===== src/rtl/reg_writeback_arbiter.sv =====
// reg_writeback_arbiter
// Writeback stage that owns the register file's single write port. Two result
// sources are merged: the in-order pipeline (always accepted, highest priority)
// and a long-latency unit (valid/ready) whose results are buffered in a small
// FIFO. A wait counter on the FIFO head raises o_stall_req so the pipeline
// leaves a bubble and buffered results always drain.
//
// Ports
//   i_clk, i_rst_n          clock, asynchronous active-low reset
//   i_pipe_valid/rd/data    pipeline result (never back-pressured)
//   i_lu_valid/rd/data      long-latency result, handshake with o_lu_ready
//   o_lu_ready              FIFO has room (registered occupancy)
//   o_wr_en/reg/data        registered register-file write port
//   o_stall_req             registered request to hold pipe_valid low
//   o_fifo_count            current FIFO occupancy
module reg_writeback_arbiter #(
  parameter int DATA_WIDTH   = 32,
  parameter int ADDR_WIDTH   = 5,
  parameter int FIFO_DEPTH   = 2,
  parameter int STARVE_LIMIT = 4
) (
  input  logic                          i_clk,
  input  logic                          i_rst_n,
  input  logic                          i_pipe_valid,
  input  logic [ADDR_WIDTH-1:0]         i_pipe_rd,
  input  logic [DATA_WIDTH-1:0]         i_pipe_data,
  input  logic                          i_lu_valid,
  output logic                          o_lu_ready,
  input  logic [ADDR_WIDTH-1:0]         i_lu_rd,
  input  logic [DATA_WIDTH-1:0]         i_lu_data,
  output logic                          o_wr_en,
  output logic [ADDR_WIDTH-1:0]         o_wr_reg,
  output logic [DATA_WIDTH-1:0]         o_wr_data,
  output logic                          o_stall_req,
  output logic [$clog2(FIFO_DEPTH):0]   o_fifo_count
);
  localparam int PW = $clog2(FIFO_DEPTH);
  localparam int CW = PW + 1;
  localparam int WW = $clog2(STARVE_LIMIT + 1);

  logic [FIFO_DEPTH-1:0][ADDR_WIDTH-1:0] r_fifo_rd;
  logic [FIFO_DEPTH-1:0][DATA_WIDTH-1:0] r_fifo_data;
  logic [PW-1:0]          r_wptr, r_rptr;
  logic [CW-1:0]          r_count;
  logic [WW-1:0]          r_wait;
  logic                   r_live;   // keeps lu_ready low until the first edge after reset
  logic                   r_stall;
  logic                   r_wr_en;
  logic [ADDR_WIDTH-1:0]  r_wr_reg;
  logic [DATA_WIDTH-1:0]  r_wr_data;

  logic w_pipe_win, w_pop, w_push, w_empty;

  assign w_empty    = (r_count == '0);
  assign o_lu_ready = r_live && (r_count < CW'(FIFO_DEPTH));
  // pipe_rd==0 is a dropped write and leaves the port free for the FIFO
  assign w_pipe_win = i_pipe_valid && (i_pipe_rd != '0);
  assign w_pop      = !w_pipe_win && !w_empty;
  // x0 results complete the handshake but are never stored
  assign w_push     = i_lu_valid && o_lu_ready && (i_lu_rd != '0);

  // Storage needs no reset: occupancy alone decides what is valid.
  always_ff @(posedge i_clk) begin
    if (w_push) begin
      r_fifo_rd[r_wptr]   <= i_lu_rd;
      r_fifo_data[r_wptr] <= i_lu_data;
    end
  end

  always_ff @(posedge i_clk or negedge i_rst_n) begin
    if (!i_rst_n) begin
      r_live    <= 1'b0;
      r_wptr    <= '0;
      r_rptr    <= '0;
      r_count   <= '0;
      r_wait    <= '0;
      r_stall   <= 1'b0;
      r_wr_en   <= 1'b0;
      r_wr_reg  <= '0;
      r_wr_data <= '0;
    end else begin
      r_live  <= 1'b1;
      // pointers wrap naturally since FIFO_DEPTH is a power of two
      if (w_push) r_wptr <= r_wptr + PW'(1);
      if (w_pop)  r_rptr <= r_rptr + PW'(1);
      r_count <= r_count + CW'(w_push) - CW'(w_pop);

      // head wait counter saturates at the limit
      if (w_pop || w_empty)
        r_wait <= '0;
      else if (r_wait != WW'(STARVE_LIMIT))
        r_wait <= r_wait + WW'(1);

      if (w_pop)
        r_stall <= 1'b0;
      else if (r_wait == WW'(STARVE_LIMIT))
        r_stall <= 1'b1;

      if (w_pipe_win) begin
        r_wr_en   <= 1'b1;
        r_wr_reg  <= i_pipe_rd;
        r_wr_data <= i_pipe_data;
      end else if (w_pop) begin
        r_wr_en   <= 1'b1;
        r_wr_reg  <= r_fifo_rd[r_rptr];
        r_wr_data <= r_fifo_data[r_rptr];
      end else begin
        r_wr_en   <= 1'b0;
      end
    end
  end

  assign o_wr_en      = r_wr_en;
  assign o_wr_reg     = r_wr_reg;
  assign o_wr_data    = r_wr_data;
  assign o_stall_req  = r_stall;
  assign o_fifo_count = r_count;
endmodule


===== config.mk =====
export PLATFORM = sky130hd
export DESIGN_NAME = reg_writeback_arbiter
export DESIGN_NICKNAME = d
export VERILOG_FILES = /design/src/rtl/reg_writeback_arbiter.sv
export SDC_FILE = /design/constraint.sdc
export NUM_CORES = 1
export LEC_CHECK = 0
export CAP_MARGIN = 10
export CORE_MARGIN = 1
export CORE_UTILIZATION = 49
export DETAILED_ROUTE_END_ITERATION = 16
export PLACE_DENSITY = 0.79
export SETUP_SLACK_MARGIN = 0.5
export SLEW_MARGIN = 15
export SYNTH_ARGS = -nofsm -noshare
export SYNTH_HDL_FRONTEND = slang
export SYNTH_SLANG_ARGS = --single-unit

===== constraint.sdc =====
create_clock -name i_clk -period 3.15 [get_ports i_clk]
set_input_delay 0.315 -clock i_clk [delete_from_list [all_inputs] [get_ports i_clk]]
set_output_delay 0.315 -clock i_clk [all_outputs]
set_load 0.03 [all_outputs]

==> results.md <==
* Largest fanout on the critical path at 14
* Clock network fraction of design power at 31.2%
* Fin util at 70.2%
* Post-CTS Resized at 0
* Psw at 0.00208 W
* Final Cycle Share at 80.4%
* Initial core utilization at 50.6%
* Worst R2R Path Depth at 4
* Met1 Track Usage GR at 24.4%
* Rel. slew slack at 26.4%
* DR pass1 iterations at 4
* Hold buffer count at CTS at 0
* Core area at 9770 um^2
* Leakage at 2.55 nW
* Port Buffers at 119
* RSZ-0062 raised after global routing: no
* Fillers at 681
* Most frequent cells in the layout: clkdlybuf4s50_1 (118), edfxtp_1 (74), dfrtp_1 (46)
* Switching share of total power at 32.4%
* Final Cell Area at 6860 um^2
* Die height at 102 um
* #FFs+latches synth at 121
* Max FFs per register at 64
* Yosys cell types at 30
* Die ar. at 10,500 um^2
* Antenna diodes at 0
* Final setup violation count at 0
* GR Util met3 at 7.66%
* Area of the mapped netlist at 4940 um^2
* First-pass GRT wire length at 16,200 um
* Crit Path Category: reg2out
* Setup crit end: o_fifo_count[0]
* 1st-iter DRT viols at 89
* TritonCTS clock tree: done
* Setup crit end kind: primary output
* Critical path launch point: o_fifo_count[0]$_DFF_PN0_
* Measured slew at the worst slew-check pin at 1100 ps
* Storage element area at 3400 um^2
* Largest net degree at the start of global routing at 48
* RR Endpoint: o_wr_data[13]$_DFFE_PN0P_
* Drt wl/cell at 17.5 um
* Comb pwr share at 33.5%
* Row cnt at 36
* RR Startpoint: o_fifo_count[0]$_DFF_PN0_
* Final GP Congestion at 0.733
* Clk root buf: clkbuf_8
* Final min period at 2530 ps
* Routed Antenna Nets at 0
* Sink Count at 121
* DR vias/cell at 5.23
* Status: finished clean
* Peak supply drop at 0.481 mV
* Horiz. Die Dim at 102 um
* Top reg by flops: r_fifo_data
* Seq pwr share at 35.3%
* HPWL reported at the end of detailed placement at 6480 um
* Syn_nets at 416
* Data required, critical path at 2830 ps
* Total CTS buffers at 17
* Minimum hold slack at 384 ps
* Met2 usage at 36.2%
* Vias in the first global route at 3,304
* Aggregate global-route resource usage at 21.2%
* Max frequency at 0.395 GHz
* Critical path data arrival time at 2220 ps
* Fin. Hold Viols at 0
* Clk_skew at 8.31 ps
* Clock slew at reported path FFs at 60 ps
* Congestion Overflow GR at 0
* Slew Limit Fails at 0
* HP Class: in2async
* H-tree Lvls at 4
* Commonest non-fill, non-tap cell in the layout: clkdlybuf4s50_1
* Internal power at 0.00434 W
* CP Launch Type: flip-flop
* Initial antenna violation count at 0
* Share of cells above drive strength 1 at 15.4%
* Residual DRC at 0
* Setup Fix Bufs, Post-CTS at 0
* Max Cap Violations at 0
* Total Neg Setup Slack at 0 ps
* Clock buffer depth at 2
* Syn-to-layout area delta at 38.8%
* Sequential fraction of the synthesis area at 68.8%
* Synth warn at 0
* Clock Latency Late Sink at 500 ps
* Pwr/cell area at 936 nW/um^2
* Boundary Pins at 120
* GRT Max-Usage Layer: met2
* WL final at 10,500 um
* Post-DP Area at 6230 um^2
* Syn Inst Count at 334
* R2r setup slk at 790 ps
* Total vias in the final route at 3,138
* Area of the multi-input gates at 1420 um^2
* Post-synthesis area per instance at 14.8 um^2
* Total Nets Final at 537
-- metrics by stage --
step	instances	power [W]	worst slack, ps
after floorplan	334	0.00362	250
after global placement	568	0.00438	679
after detailed placement	568	0.00443	618
after CTS	599	0.00647	605
after global routing	600	0.00670	542
final	600	0.00642	618
-- metal layers --
| metal | up-vias | wire length [um] |
|---|---|---|
| met3 | 16 | 857 |
| met5 | - | 0 |
| met2 | 125 | 5160 |
| li1 | 1485 | - |
| met4 | 0 | 146 |
| met1 | 1512 | 4360 |
-- cell usage after synthesis --
cell type | instances | area (um^2)
nor2_1 | 8 | 30.0
conb_1 | 1 | 3.75
o31ai_1 | 3 | 22.5
clkbuf_1 | 9 | 33.8
or3_4 | 1 | 11.3
a211oi_1 | 3 | 22.5
nand3b_1 | 1 | 7.51
nand2_1 | 5 | 18.8
ha_1 | 4 | 50.1
o21a_1 | 1 | 7.51
nor3_1 | 38 | 190
a22o_1 | 2 | 17.5
o21ai_4 | 1 | 16.3
o2bb2ai_1 | 1 | 8.76
inv_1 | 4 | 15.0
buf_1 | 1 | 3.75
mux2i_1 | 35 | 350
o21ai_0 | 2 | 10.0
o211ai_2 | 1 | 12.5
mux2_1 | 1 | 11.3
or4_1 | 1 | 7.51
buf_6 | 4 | 45.0
mux2_2 | 31 | 349
dfrtp_1 | 47 | 1180
a21oi_1 | 36 | 180
edfxtp_1 | 74 | 2220
or2_2 | 2 | 12.5
buf_2 | 9 | 45.0
nor2b_1 | 4 | 25.0
xnor2_1 | 4 | 35.0
-- critical path: stages, from the launching register on --
cell and delay [ps]:
dfrtp_1 700, buf_4 310, clkdlybuf4s50_1 700
-- power by group through the flow --
stage,clock network (W),registers (W),logic [W]
floorplan,0,0.00258,0.00104
global placement,0,0.00228,0.00210
detailed placement,0,0.00229,0.00214
CTS,0.00203,0.00227,0.00217
global route,0.00209,0.00230,0.00231
finish,0.00200,0.00226,0.00215
-- how the worst min path moves through the flow --
| stage | end | depth (start not counted) |
|---|---|---|
| final | o_wr_data[5]$_DFFE_PN0P_ | 2 |
| after global routing | r_fifo_data[0]$_DFFE_PP_ | 1 |
| after CTS | o_wr_data[5]$_DFFE_PN0P_ | 1 |
| after detailed placement | r_wptr$_DFFE_PN0N_ | 1 |
| after global placement | r_wptr$_DFFE_PN0N_ | 1 |
| after floorplan | o_fifo_count[0]$_DFF_PN0_ | 0 |
-- cells by family (layout without fill, tap and decap cells) --
| family | count (synthesis) | count (layout) | share of synthesized area, % |
|---|---|---|---|
| and+or+nand+nor | 60 | 60 | 6.13 |
| other | 1 | 1 | 0.0759 |
| AOI/OAI and AO/OA | 50 | 50 | 6.03 |
| adders and majority gates | 4 | 4 | 1.01 |
| muxes | 67 | 67 | 14.4 |
| buffers and inverters | 27 | 160 | 2.89 |
| DFF | 121 | 121 | 68.8 |
| xor gates and xnor gates | 4 | 4 | 0.709 |
-- final cells by class --
| type | instances | share of cell area, % |
|---|---|---|
| Multi-Input combinational cell | 186 | 20.6 |
| Clock buffer | 20 | 6.35 |
| Inverter | 4 | 0.219 |
| Clock inverter | 11 | 2.59 |
| Sequential cell | 121 | 49.6 |
| Timing Repair Buffer | 125 | 18.2 |
| Tap cell | 133 | 2.43 |
Note: power is estimated with default switching activity, not from simulation.
==> variant 1 (config.mk and constraints unchanged) <==
`STARVE_LIMIT`: 4 -> 8.
--- a/src/rtl/reg_writeback_arbiter.sv
+++ b/src/rtl/reg_writeback_arbiter.sv
@@ -17,7 +17,7 @@
   parameter int DATA_WIDTH   = 32,
   parameter int ADDR_WIDTH   = 5,
   parameter int FIFO_DEPTH   = 2,
-  parameter int STARVE_LIMIT = 4
+  parameter int STARVE_LIMIT = 8
 ) (
   input  logic                          i_clk,
   input  logic                          i_rst_n,
Function: changed (a bounded check fails within 10 cycles, from zero or initial values and one cycle with i_rst_n low).
==> variant 1 against the original RTL <==
  * Critical endpoint unchanged
  * Non-clock buffer count rose by 3
  * Wire length rose by 7.7%
  * Final area rose by 2.6%
  * Total power rose by 1.4%
  * Worst setup slack improved by 0.13 ns
  * Synthesized area rose by 3.9%
  * Sequential cell count rose by 1
  * First-iteration DRC count rose by 58%
  * Clock skew fell by 0.0019 ns
==> variant 1: results (changes against the original RTL) <==
metric	value	unit	change
status	complete, no violations		
htree_levels	4		unchanged
grt_pass1_wl	18300	microns	+13%
ys_types	34		+13%
grt.total_usage	22.3	%	+1.0 points
synth_common_cells	edfxtp_1, dfrtp_1, nor3_1		
met2_length	5730	microns	+11%
post_cts_buffers	0		unchanged
worstPathArrival	2.08	ns	-0.14 ns
nets	543		+1.1%
first_iter_violations	141		+58%
p_leak	2.70	nW	+5.7%
place_inst	574		+1.1%
grt_pass1_vias	3582		+8.4%
clk_pin_slew_worst_paths	0.06	ns	about the same
syn_avg_cell_area	15.2	sq um	+2.6%
highest-signal-layer	met4		
clk_latency	0.51	ns	
root_buffer	clkbuf_8		
postSynthNetCount	420		+0.96%
avgRoutedWirePerCell	18.7	microns	+6.5%
numCtsBuffers	17		unchanged
synth_area_leaders	edfxtp_1, dfrtp_1, mux2_4		
place.gp.congestion	0.751		+2.4%
critPathTopFamily	buffers and inverters		
synthFlopType	edfxtp_1		
wl_met3	758	microns	-12%
drive_above_1_share	16.9	%	+1.5 points
grt_max_degree	42		-13%
antenna_found_initial	0		unchanged
stdcell_count	607		+1.2%
num_vias	3265		+4.0%
slowest_delay	0.80	ns	+0.10 ns
cpMaxStageDelayCell	clkdlybuf4s50_1		
hold_path.class	in2reg		
worst_pin_slew	1.13	ns	+0.0238 ns
fin_skew	0.00643	ns	-0.00188 ns
post-dp-hpwl	7180	microns	+11%
peakVddDrop	589	uV	+23%
cts_buffer_depth	2		unchanged
synthArstFlopShare	39.3	%	+0.50 points
largest-register	r_fifo_data		
yosysSeqAreaShare	66.7	%	-2.1 points
wl_met1	4680	microns	+7.2%
drt_first_pass_iters	4		unchanged
synth-edff-count	74		unchanged
critical_path.max_fanout	16		+2
variant 1: changes by cell type after synthesis, moves of 2 or more:
| cell | delta |
|---|---|
| buf_1 | +2 |
| buf_6 | -3 |
| buf_12 | +3 |
| mux2_4 | +31 |
| mux2_2 | -30 |
variant 1: final cells by class:
| type | instances | area, sq um |
|---|---|---|
| Fill cell | 681 | 2920 |
| Tap cell | 133 | 166 |
| Clock buffer | 19 | 442 |
| Clock inverter | 13 | 168 |
| Inverter | 4 | 15.0 |
| Sequential cell | 122 | 3420 |
| Multi-Input combinational cell | 188 | 1550 |
| Timing Repair Buffer | 128 | 1270 |
variant 1: logic make-up after synthesis:
logic type / after synthesis / share of synthesized area [%]
compound gates: 48 / 5.61
fa+ha+maj: 4 / 0.975
flops: 122 / 66.7
buf+inv: 28 / 3.36
mux: 67 / 16.1
xor+xnor: 6 / 1.02
simple gates: 62 / 6.14
other cells: 1 / 0.0731
variant 1: worst register-to-register path: stages, from the launching register on:
cell and delay [ns]:
dfrtp_1 0.78, or2_2 0.79, a21oi_1 0.21, mux2_4 0.31
variant 1: power by group:
group,total (W),internal [W],switching (W)
Combinational,0.00225,0.00103,0.00122
Sequential,0.00229,0.00203,0.000264
Clock,0.00196,0.00125,0.000710
Total,0.00651,0.00431,0.00219
variant 1: final timing paths:
kind	start	end	slack, ns	cells past startpoint
min	i_lu_data[10]	r_fifo_data[10]$_DFFE_PP_	0.38	1
max reg2reg	o_fifo_count[0]$_DFF_PN0_	o_wr_data[7]$_DFFE_PN0P_	0.94	3
min reg2reg	r_wptr$_DFFE_PN0N_	r_wptr$_DFFE_PN0N_	0.55	1
max in group asynchronous	i_rst_n	o_wr_data[15]$_DFFE_PN0P_	2.00	3
max	o_fifo_count[0]$_DFF_PN0_	o_fifo_count[0]	0.75	1
min in group asynchronous	i_rst_n	o_wr_data[30]$_DFFE_PN0P_	0.40	2
variant 1: per-layer routing:
layer	track usage (%)	up-vias
met1	26.6	1597
met2	37.9	142
met3	6.64	20
met4	8.37	0
li1	-	1506
met5	0	-
variant 1: per-stage QoR:
step / hold WS [ns] / area (sq um) / worst slack [ns] / util, % / total power [W]
after global placement: 0.414 / 6420 / 0.670 / 64.5 / 0.00449
final: 0.385 / 7040 / 0.753 / 70.7 / 0.00651
after floorplan: 0.0194 / 5140 / 0.250 / - / 0.00373
after global routing: 0.372 / 7040 / 0.673 / 70.7 / 0.00680
after CTS: 0.358 / 7040 / 0.719 / 70.7 / 0.00656
after detailed placement: 0.433 / 6420 / 0.655 / 64.5 / 0.00457
variant 1: what timing repair did:
item	4_1_cts	5_1_grt
gates resized for setup	0	0
hold endpoints to repair	31	0
hold buffers	1	0
==> variant 2 (same settings) <==
Without the edit above. Reset style: synchronous (`i_rst_n`), changed in one clocked block. Comments in the files are not updated.
--- a/src/rtl/reg_writeback_arbiter.sv
+++ b/src/rtl/reg_writeback_arbiter.sv
@@ -67,7 +67,7 @@
     end
   end
 
-  always_ff @(posedge i_clk or negedge i_rst_n) begin
+  always_ff @(posedge i_clk) begin
     if (!i_rst_n) begin
       r_live    <= 1'b0;
       r_wptr    <= '0;
Behaviour: differs if i_rst_n is asserted again (counterexample within 4 cycles, from zero or initial values and one cycle with i_rst_n low); with i_rst_n held inactive, the same outputs for 4 cycles.
==> variant 2 against the original RTL <==
  * Worst setup slack improved by 0.15 ns
  * Total power decreased by 11%
  * Sequential cell count did not move
  * Sequential power fell by 6%
  * Critical path depth stayed put
  * Die area rose by 1.6%
  * Wire length increased by 7.4%
  * Critical path type unchanged
  * Clock skew shrank 0.0016 ns
  * Synthesized area grew 1.6%
  * Final area grew 0.78%
  * Final cell count increased by 7.0%
  * Combinational power shrank 19%
==> variant 2: results (changes against the original RTL) <==
metric	value	unit	change
status	complete, no violations		
reg2regPathDepth	8		+4
hold_slack	0.191	ns	-0.193 ns
startpoint	o_fifo_count[0]$_SDFF_PN0_		
rr_endpoint	o_fifo_count[1]$_SDFF_PN0_		
worstPathArrival	2.07	ns	-0.15 ns
use_met3	5.98	%	-1.7 points
worst_pin_slew	1.04	ns	-0.0583 ns
first_iter_violations	131		+47%
grtUsageMet2	38.3	%	+2.0 points
peakVddDrop	699	uV	+45%
die_x	103	microns	+0.78%
post-dp-hpwl	7160	microns	+11%
r2r_start	o_fifo_count[1]$_SDFF_PN0_		
drive_above_1_share	16.3	%	+0.89 points
largest_reg_flops	64		unchanged
yosysSeqAreaShare	63.0	%	-5.8 points
avgViaCountPerCell	5.41		+3.4%
fin_skew	0.00670	ns	-0.00161 ns
wl	11300	microns	+7.4%
drt_first_pass_iters	4		unchanged
grt_max_degree	39		-19%
synthArstFlopShare	0	%	-39 points
place.gp.congestion	0.789		+7.6%
grt.total_usage	22.4	%	+1.1 points
nets	578		+7.6%
synth_common_cells	edfxtp_1, dfxtp_1, nand2_1		
p_leak	2.49	nW	-2.4%
critical_path.max_fanout	36		+22
grt_pass1_vias	3489		+5.6%
slowest_delay	0.76	ns	+0.06 ns
place_ws	0.521	ns	-0.0972 ns
synth_area_leaders	edfxtp_1, dfxtp_1, mux2_2		
hold_path.class	in2reg		
ys_types	33		+10%
gr-usage-met1	27.2	%	+2.8 points
r2r_slack	0.95	ns	+0.16 ns
nFillCells	702		+3.1%
post-route-worst-setup-slack	0.769	ns	+0.151 ns
==> variant 2: area by class of cell <==
class	instances	area share (%)
clock buffer	18	6.05
clock inverter	14	2.34
inverter	4	0.217
multi-input combinational	223	24.7
sequential	121	45.8
tap	133	2.41
timing repair buffer	129	18.5
==> variant 2: worst max-delay path by stage <==
stage                                      end  cells past startpoint
detailed placement  o_fifo_count[1]$_SDFF_PN0_                     10
floorplan           o_fifo_count[1]$_SDFF_PN0_                     10
CTS                            o_fifo_count[0]                      2
finish                         o_fifo_count[0]                      2
global placement    o_fifo_count[1]$_SDFF_PN0_                     10
global route                   o_fifo_count[0]                      2
==> variant 2: kinds of logic (layout without fill, tap and decap cells) <==
group	Yosys count	after routing	share of synthesized area, %
DFF	121	121	63.0
AOI/OAI and AO/OA	87	87	12.1
muxes	67	67	14.2
and+or+nand+nor	62	62	5.81
buffers and inverters	35	165	3.39
adders and majority gates	4	4	0.997
xor gates and xnor gates	3	3	0.524
==> variant 2: per-layer routing <==
layer | vias to the layer above | part of all wire [%]
met5 | - | 0
met4 | 0 | 1.1
met3 | 11 | 4.4
met2 | 101 | 52
met1 | 1702 | 42
li1 | 1658 | -
==> variant 2: power by group <==
group / leakage [nW] / internal, W / switching (W)
Clock: 0.273 / 0.00114 / 0.000726
Sequential: 1.07 / 0.00192 / 0.000201
Combinational: 1.15 / 0.000792 / 0.000960
==> variant 2: metrics by stage <==
stage | std cells | instance area, sq um
after floorplan | 379 | 5030
after global placement | 609 | 6300
after detailed placement | 609 | 6300
after CTS | 641 | 6880
after global routing | 642 | 6910
final | 642 | 6910
